$ cat src/rtl/packet_seq_pkg.sv
// packet_seq_pkg: shared FSM encoding, tag field layout and default sizing for packet_sequencer.
// Rev 1.0
`default_nettype none

package packet_seq_pkg;

  typedef enum logic [1:0] {
    ST_IDLE  = 2'd0,
    ST_RUN   = 2'd1,
    ST_DRAIN = 2'd2
  } state_t;

  localparam int          TAG_W     = 3;
  localparam logic [TAG_W-1:0] TAG_SKIP = 3'b000;
  localparam int          DEF_PKT_W = 38;
  localparam int          DEF_DEPTH = 32;

endpackage

`default_nettype wire

$ cat src/rtl/packet_seq_mem.sv
// packet_seq_mem: DEPTH x PKT_W program store, one synchronous write port and one asynchronous read port.
// Rev 1.0
`default_nettype none

module packet_seq_mem
  import packet_seq_pkg::*;
#(
  parameter  int PKT_W = DEF_PKT_W,
  parameter  int DEPTH = DEF_DEPTH,
  localparam int AW    = $clog2(DEPTH)
) (
  input  logic             clk,
  input  logic             we,
  input  logic [AW-1:0]    waddr,
  input  logic [PKT_W-1:0] wdata,
  input  logic [AW-1:0]    raddr,
  output logic [PKT_W-1:0] rdata
);

  // Program contents deliberately survive reset.
  logic [PKT_W-1:0] mem [DEPTH];

  always_ff @(posedge clk) begin
    if (we) begin
      mem[waddr] <= wdata;
    end
  end

  assign rdata = mem[raddr];

endmodule

`default_nettype wire

$ cat src/rtl/packet_sequencer.sv
// packet_sequencer: replays LEN program entries as valid/ready packets, optionally looping.
// Rev 1.0 -- define PACKET_SEQ_SKIP_EN to silently step over entries tagged TAG_SKIP.
`default_nettype none

module packet_sequencer
  import packet_seq_pkg::*;
#(
  parameter  int PKT_W = DEF_PKT_W,
  parameter  int DEPTH = DEF_DEPTH,
  localparam int PC_W  = $clog2(DEPTH)
) (
  input  logic             clk,
  input  logic             rst_n,
  input  logic             we,
  input  logic [PC_W-1:0]  waddr,
  input  logic [PKT_W-1:0] wdata,
  input  logic             start,
  input  logic             abort,
  input  logic [PC_W:0]    len,
  input  logic             loop,
  input  logic             pkt_ready,
  output logic             pkt_valid,
  output logic [PKT_W-1:0] pkt_data,
  output logic [PC_W-1:0]  pc_out,
  output logic             busy,
  output logic             done
);

  state_t           state, state_nxt;
  logic [PC_W-1:0]  pc, pc_nxt;
  logic [PC_W:0]    len_q, len_nxt;
  logic             loop_q, loop_nxt;
  logic             valid_q, valid_nxt;
  logic [PKT_W-1:0] data_q, data_nxt;
  logic [PC_W-1:0]  pc_out_q, pc_out_nxt;
  logic             done_q, done_nxt;

  logic [PKT_W-1:0] rdata;
  logic             skip;
  logic             can_issue;
  logic             is_last;
  logic [PC_W:0]    len_clamped;

  packet_seq_mem #(
    .PKT_W (PKT_W),
    .DEPTH (DEPTH)
  ) u_mem (
    .clk   (clk),
    .we    (we),
    .waddr (waddr),
    .wdata (wdata),
    .raddr (pc),
    .rdata (rdata)
  );

`ifdef PACKET_SEQ_SKIP_EN
  assign skip = (rdata[PKT_W-1 -: TAG_W] == TAG_SKIP);
`else
  assign skip = 1'b0;
`endif

  assign can_issue   = !valid_q || pkt_ready;
  assign is_last     = (({1'b0, pc} + (PC_W+1)'(1)) == len_q);
  assign len_clamped = (len > (PC_W+1)'(DEPTH)) ? (PC_W+1)'(DEPTH) : len;

  always_comb begin
    state_nxt  = state;
    pc_nxt     = pc;
    len_nxt    = len_q;
    loop_nxt   = loop_q;
    valid_nxt  = valid_q;
    data_nxt   = data_q;
    pc_out_nxt = pc_out_q;
    done_nxt   = 1'b0;

    unique case (state)
      ST_IDLE: begin
        if (start) begin
          if (len == '0) begin
            done_nxt = 1'b1;
          end else begin
            state_nxt = ST_RUN;
            pc_nxt    = '0;
            len_nxt   = len_clamped;
            loop_nxt  = loop;
          end
        end
      end
      ST_RUN: begin
        if (can_issue) begin
          // A skipped entry still retires the previous packet, so valid drops.
          if (skip) begin
            valid_nxt = 1'b0;
          end else begin
            data_nxt   = rdata;
            pc_out_nxt = pc;
            valid_nxt  = 1'b1;
          end
          if (is_last) begin
            if (loop_q) begin
              pc_nxt = '0;
            end else begin
              state_nxt = ST_DRAIN;
            end
          end else begin
            pc_nxt = pc + PC_W'(1);
          end
        end
      end
      ST_DRAIN: begin
        if (can_issue) begin
          valid_nxt = 1'b0;
          done_nxt  = 1'b1;
          state_nxt = ST_IDLE;
        end
      end
      default: begin
        state_nxt = ST_IDLE;
      end
    endcase

    if (abort) begin
      state_nxt = ST_IDLE;
      valid_nxt = 1'b0;
      done_nxt  = 1'b0;
    end
  end

  always_ff @(posedge clk or negedge rst_n) begin
    if (!rst_n) begin
      state    <= ST_IDLE;
      pc       <= '0;
      len_q    <= '0;
      loop_q   <= 1'b0;
      valid_q  <= 1'b0;
      data_q   <= '0;
      pc_out_q <= '0;
      done_q   <= 1'b0;
    end else begin
      state    <= state_nxt;
      pc       <= pc_nxt;
      len_q    <= len_nxt;
      loop_q   <= loop_nxt;
      valid_q  <= valid_nxt;
      data_q   <= data_nxt;
      pc_out_q <= pc_out_nxt;
      done_q   <= done_nxt;
    end
  end

  assign pkt_valid = valid_q;
  assign pkt_data  = data_q;
  assign pc_out    = pc_out_q;
  assign busy      = (state != ST_IDLE);
  assign done      = done_q;

endmodule

`default_nettype wire

$ cat config.mk
export PLATFORM = sky130hd
export DESIGN_NAME = packet_sequencer
export DESIGN_NICKNAME = d
export VERILOG_FILES = /design/src/rtl/packet_seq_pkg.sv /design/src/rtl/packet_seq_mem.sv /design/src/rtl/packet_sequencer.sv
export SDC_FILE = /design/constraint.sdc
export NUM_CORES = 1
export LEC_CHECK = 0
export CORE_UTILIZATION = 40
export DETAILED_ROUTE_END_ITERATION = 7
export PLACE_DENSITY = 0.57
export SKIP_CTS_REPAIR_TIMING = 1
export SYNTH_ARGS = -nofsm -noshare
export SYNTH_HDL_FRONTEND = slang
export SYNTH_SLANG_ARGS = --single-unit
$ cat constraint.sdc
create_clock -name clk -period 1.81 [get_ports clk]
set_input_delay 0.181 -clock clk [delete_from_list [all_inputs] [get_ports clk]]
set_output_delay 0.181 -clock clk [all_outputs]
set_load 0.02 [all_outputs]
# Word level (Yosys, flattened, before mapping)
# Memory sizes are Yosys's and may differ from the RTL's. A register that Yosys moved wholly into a read port is not among the register bits.
# Cells that the tools add are included.
[totals]
input_bits = 56
mem_count = 1
ramBits = 1216
elab_cells = 64
output_inout_bits = 46
reg_bits = 21
[mem_list]
columns = ["memory", "depth", "width", "read_ports", "rd_ports_with_merged_regs", "write_ports", "line", "text"]
rows = [
  ["u_mem.mem", 32, 38, 1, 1, 1, "packet_seq_mem.sv:21", "logic [PKT_W-1:0] mem [DEPTH];"],
]
[op_classes]
bitwise_logic = 1
n_mux = 26
eq_ne = 13
n_lt_le_gt_ge = 1
add_sub_neg = 2
n_reduce_logical = 13
[ops]
columns = ["operator", "n"]
rows = [
  ["5-bit 2-to-1 mux", 5],
  ["3-bit inequality test (second input constant)", 7],
  ["2-bit 2-to-1 mux", 7],
  ["5-bit case mux with 2 select lines", 1],
  ["1-bit 2-to-1 mux", 9],
  ["5-bit by 1-bit adder with 6-bit output (second input constant)", 1],
  ["6-bit == test", 1],
  ["6-bit > comparator (second input constant)", 1],
  ["6-bit zero test", 1],
  ["6-bit 2-to-1 mux", 1],
  ["2-bit inequality test (second input constant)", 3],
  ["2-bit case mux with 3 select lines", 1],
  ["3-bit AND reduction", 2],
  ["6-bit AND reduction", 1],
  ["5-bit by 1-bit adder with 5-bit output (second input constant)", 1],
  ["5-bit AND reduction", 1],
  ["1-bit case mux with 2 select lines", 2],
  ["2-bit nonzero test", 2],
  ["3-bit nonzero test", 1],
  ["2-bit by 1-bit == test with 1-bit output (second input constant)", 1],
  ["2-bit == test (second input constant)", 1],
  ["1-bit zero test", 2],
  ["2-bit zero test", 1],
  ["2-bit AND reduction", 1],
  ["other kinds (2)", 2],
]

# Depth between registers and ports, before layout
[logic_depth]
depth_word = 6
depth_mapped = 9
mapped_depth_nobuf = 7

# Modules after synthesis
# From an unflattened synthesis, not the netlist that was laid out.
[hier_totals]
hier_cells = 2833
area_unflattened_um2 = 49896.6
[by_module_without_submodules]
columns = ["module", "instances", "seq_area_each_um2", "area_each_um2", "cells_per_inst"]
rows = [
  ["packet_seq_mem", 1, 36515.0, 47371.7, 2637],
  ["packet_sequencer", 1, 1476.4, 2524.9, 196],
]

# Worst setup path before layout
# OpenSTA, ideal clock, no wires.
[synth_timing]
path_type = "in2reg"
from = "input port waddr[1]"
to = "memory u_mem.mem[12][0] in the netlist's numbering (enable)"
path_buffers = 1
required_time_ns = 1.377
setup_time_ns = 0.433
stages = 3
arrival_ns = 2.442
slack_ns = -1.065
cell_sequence = "or3b_2 clkbuf_1 nor2_1"
[synth_rtl]
columns = ["element", "line", "text"]
rows = [
  ["start: declaration", "packet_sequencer.sv:15", "input logic [PC_W-1:0] waddr,"],
  ["end: declaration", "packet_seq_mem.sv:21", ""],
]
# Straight into the memory's write port.

==> results.md <==
- Status: finished with violations
- Failing checks: setup timing
- CTS root buf: clkbuf_16
- Die area: 123,000 µm²
- Drt pass-1 iters: 5
- Skew final: 0.0276 ns
- Reg2Reg Depth: 7
- Vias: 23,800
- Total I/O pin count: 102
- Library cells used by synthesis: 38
- Tcrit/Tclk final: 127%
- Global-route wire length before repair: 177,000 µm
- Total wire length: 127,000 µm
- CTS Buf Count: 136
- # rows: 127
- Worst hold-check path type: in -> async
- Initial antenna violation count: 2
- Max_slew headroom: 39.0%
- Total core area: 120,000 µm²
- Reg-to-reg endpoint: pkt_data[33]$_DFFE_PN0P_
- Hold Vio Cnt, Final: 0
- RSZ-0062 raised after global routing: yes
- CP required: 2.43 ns
- Reg2reg start: pc[0]$_DFFE_PN0P_
- Drt initial violations: 2,423
- Crit-path max FO: 6
- Crit. End Element: flop
- Die X-Extent: 351 µm
- Cells after DPL: 4,011
- CTS tree: built
- Max Clock Freq: 437 MHz
- Crit path arrival time: 2.91 ns
- Cell area after synthesis: 48,700 µm²
- Sink Count: 1,275
- Async S/R FF share, synth: 4.63%
- Worst-path cell chain: buf_6 -> clkbuf_16 -> buf_12 -> mux4_2 -> mux4_2 -> mux2i_1 -> o21ai_1
- Largest net degree at the start of global routing: 60
- Ant diodes: 0
- Max cap viols: 0
- Post-layout min period: 2.29 ns
- Gate count of the mapped netlist: 2,130
- Die Y-Extent: 351 µm
- Yosys warnings: 0
- Grt ovf: 0
- Final core occ: 50.0%
- Leak: 19.6 nW
- Worst setup SP type: flop
- Crit path top cell by count: mux4_2
- CTS H-tree lvls: 4
- Initial Utilization: 40.5%
- Area Overhead vs Synth: 23.6%
- Final max-slew violation count: 0
- Vias in the first global route: 24,500
- Crit-path max cell delay: 0.54 ns
- Detail Route Antenna Nets: 0
- Total track usage: 20.5%
- VDD IR-drop max: 0.923 mV
- Final setup violation count: 45
- Worst-Skew Late Latency: 0.74 ns
- Synth Flop Type: edfxtp_1
- Fraction of layout cells with a size suffix above 1: 33.9%
- Critical path's top delay family: multiplexers
- Slowest-stage cell, CP: mux4_2
- I/O Buffers: 101
- Detailed Place HPWL: 73,700 µm
- Pwr dens: 1280 nW/µm²
- Post-synth EDFFs: 1,216
- NumNets Final: 2,640
- Drt via density: 5.53
- Routed wire per std cell: 29.4 µm
- Worst Setup SP: pc[0]$_DFFE_PN0P_
- RePlAce Congestion: 0.764
- Non-filler cells, final: 4,305
- Net Count, Synth: 2,187
- Reg-to-reg slack, setup: -0.48 ns
- Final setup margin: -0.480 ns
- FF+latch count, synth: 1,275
- Max clock buf depth: 3
- # DRC: 0
- Critical path buffers and inverters: 3
- Avg Cell Area, Syn: 22.9 µm²
- Worst Max-Slew Pin Slew: 0.913 ns
- Crit path kind: reg -> reg
- Reg clk slew, reported paths: 0.06 ns
- Sequential share of the synthesized area: 78.0%
-- flip-flops by register name, indices dropped and copies added, names as in the netlist --
name / flops
done: 1
len_q: 6
loop_q: 1
pc: 5
pc_out: 5
pkt_data: 38
pkt_valid: 1
state: 2
u_mem.mem: 1216
-- Yosys cell counts (3+ instances only) --
| cell type | count | area share [%] |
|---|---|---|
| or3_1 | 5 | 0.064 |
| mux2_2 | 4 | 0.093 |
| o21ai_1 | 9 | 0.093 |
| mux2i_1 | 125 | 2.6 |
| buf_2 | 53 | 0.54 |
| edfxtp_1 | 1216 | 75 |
| buf_4 | 22 | 0.34 |
| dfrtp_1 | 59 | 3.0 |
| nor2b_1 | 3 | 0.039 |
| clkbuf_1 | 30 | 0.23 |
| a22o_1 | 4 | 0.072 |
| xnor2_1 | 7 | 0.13 |
| nand3b_1 | 8 | 0.12 |
| o21ai_0 | 35 | 0.36 |
| o211ai_1 | 3 | 0.046 |
| buf_1 | 5 | 0.039 |
| a22oi_1 | 58 | 0.89 |
| mux4_2 | 322 | 15 |
| nor2_1 | 41 | 0.32 |
| nand2_1 | 89 | 0.69 |
| inv_1 | 3 | 0.023 |
| nand3_1 | 6 | 0.062 |
| nor3_1 | 4 | 0.041 |
-- report_power, final --
group,total (mW),internal (mW),switching (mW)
logic,16.4,8.80,7.65
clock network,26.8,15.6,11.2
registers,33.8,33.2,0.653
-- cell families after synthesis --
| logic type | share of synthesized area (%) |
|---|---|
| flip-flops | 78.0 |
| adder cells (fa/ha/maj) | 0.0257 |
| multiplexers | 17.6 |
| XOR/XNOR | 0.144 |
| AND/OR/NAND/NOR | 1.45 |
| AO/OA/AOI/OAI | 1.58 |
| buffers and inverters | 1.20 |
-- placed cells by master, fill, tap and decap left out, types with 5 or more instances in the layout --
cell type	instances
edfxtp_1	1216
mux4_2	322
buf_4	187
clkbuf_16	148
mux2i_1	112
buf_12	104
nand2_1	86
dfrtp_1	56
clkdlybuf4s50_1	54
a22oi_1	51
dlymetal6s2s_1	45
clkbuf_1	39
nor2_4	34
o21ai_1	23
clkinv_1	22
o21ai_0	18
clkinv_2	17
buf_16	12
mux2i_2	11
clkbuf_8	11
buf_6	11
nand3b_1	8
nor2_1	7
a22oi_2	7
bufinv_16	7
inv_6	6
or3_1	5
xnor2_1	5
-- area by class of cell --
class                      instances  area [µm²]
multi-input combinational        741       10500
clock buffer                     189        3780
fill                            9504       60100
sequential                      1275       38000
clock inverter                    59         518
timing repair buffer             426        5320
inverter                           3        11.3
tap                             1612        2020
-- how the worst max path moves through the flow --
stage | end | slack, ns | depth (start not counted)
global placement | pkt_data[26]$_DFFE_PN0P_ | -0.54 | 7
global route | pkt_data[35]$_DFFE_PN0P_ | -0.55 | 6
floorplan | u_mem.mem[17][0]$_DFFE_PP_ | -0.37 | 2
finish | pkt_data[33]$_DFFE_PN0P_ | -0.48 | 7
CTS | pkt_data[26]$_DFFE_PN0P_ | -0.56 | 7
detailed placement | pkt_data[26]$_DFFE_PN0P_ | -0.56 | 7
-- per-stage QoR --
stage / power, mW / hold slack, ns / setup slack, ns / TNS, ns / cell area [µm²]
2_1_floorplan: 43.8 / -0.115 / -0.366 / -226.42 / 48900
3_3_place_gp: 49.3 / 0.256 / -0.536 / -305.06 / 54900
3_5_place_dp: 49.4 / 0.264 / -0.562 / -311.90 / 54900
4_1_cts: 76.1 / -0.524 / -0.565 / -27.99 / 59200
5_1_grt: 79.7 / 0.0592 / -0.548 / -19.39 / 60200
6_report: 77.0 / 0.0175 / -0.480 / -14.83 / 60200
-- routing by layer --
layer / vias to the layer above / share of wire [%] / track usage, % / routed length [µm]
li1: 9927 / - / - / -
met1: 12900 / 42 / 28.3 / 53700
met2: 783 / 50 / 33.7 / 62800
met3: 159 / 6.0 / 3.65 / 7580
met4: 0 / 2.1 / 5.66 / 2620
met5: - / 0 / 0 / 0
-- worst min-delay path, delay by kind of cell --
family / cells / cell delay, ns
buffers and inverters: 3 / 1.00
Note: power is estimated with default switching activity, not from simulation.
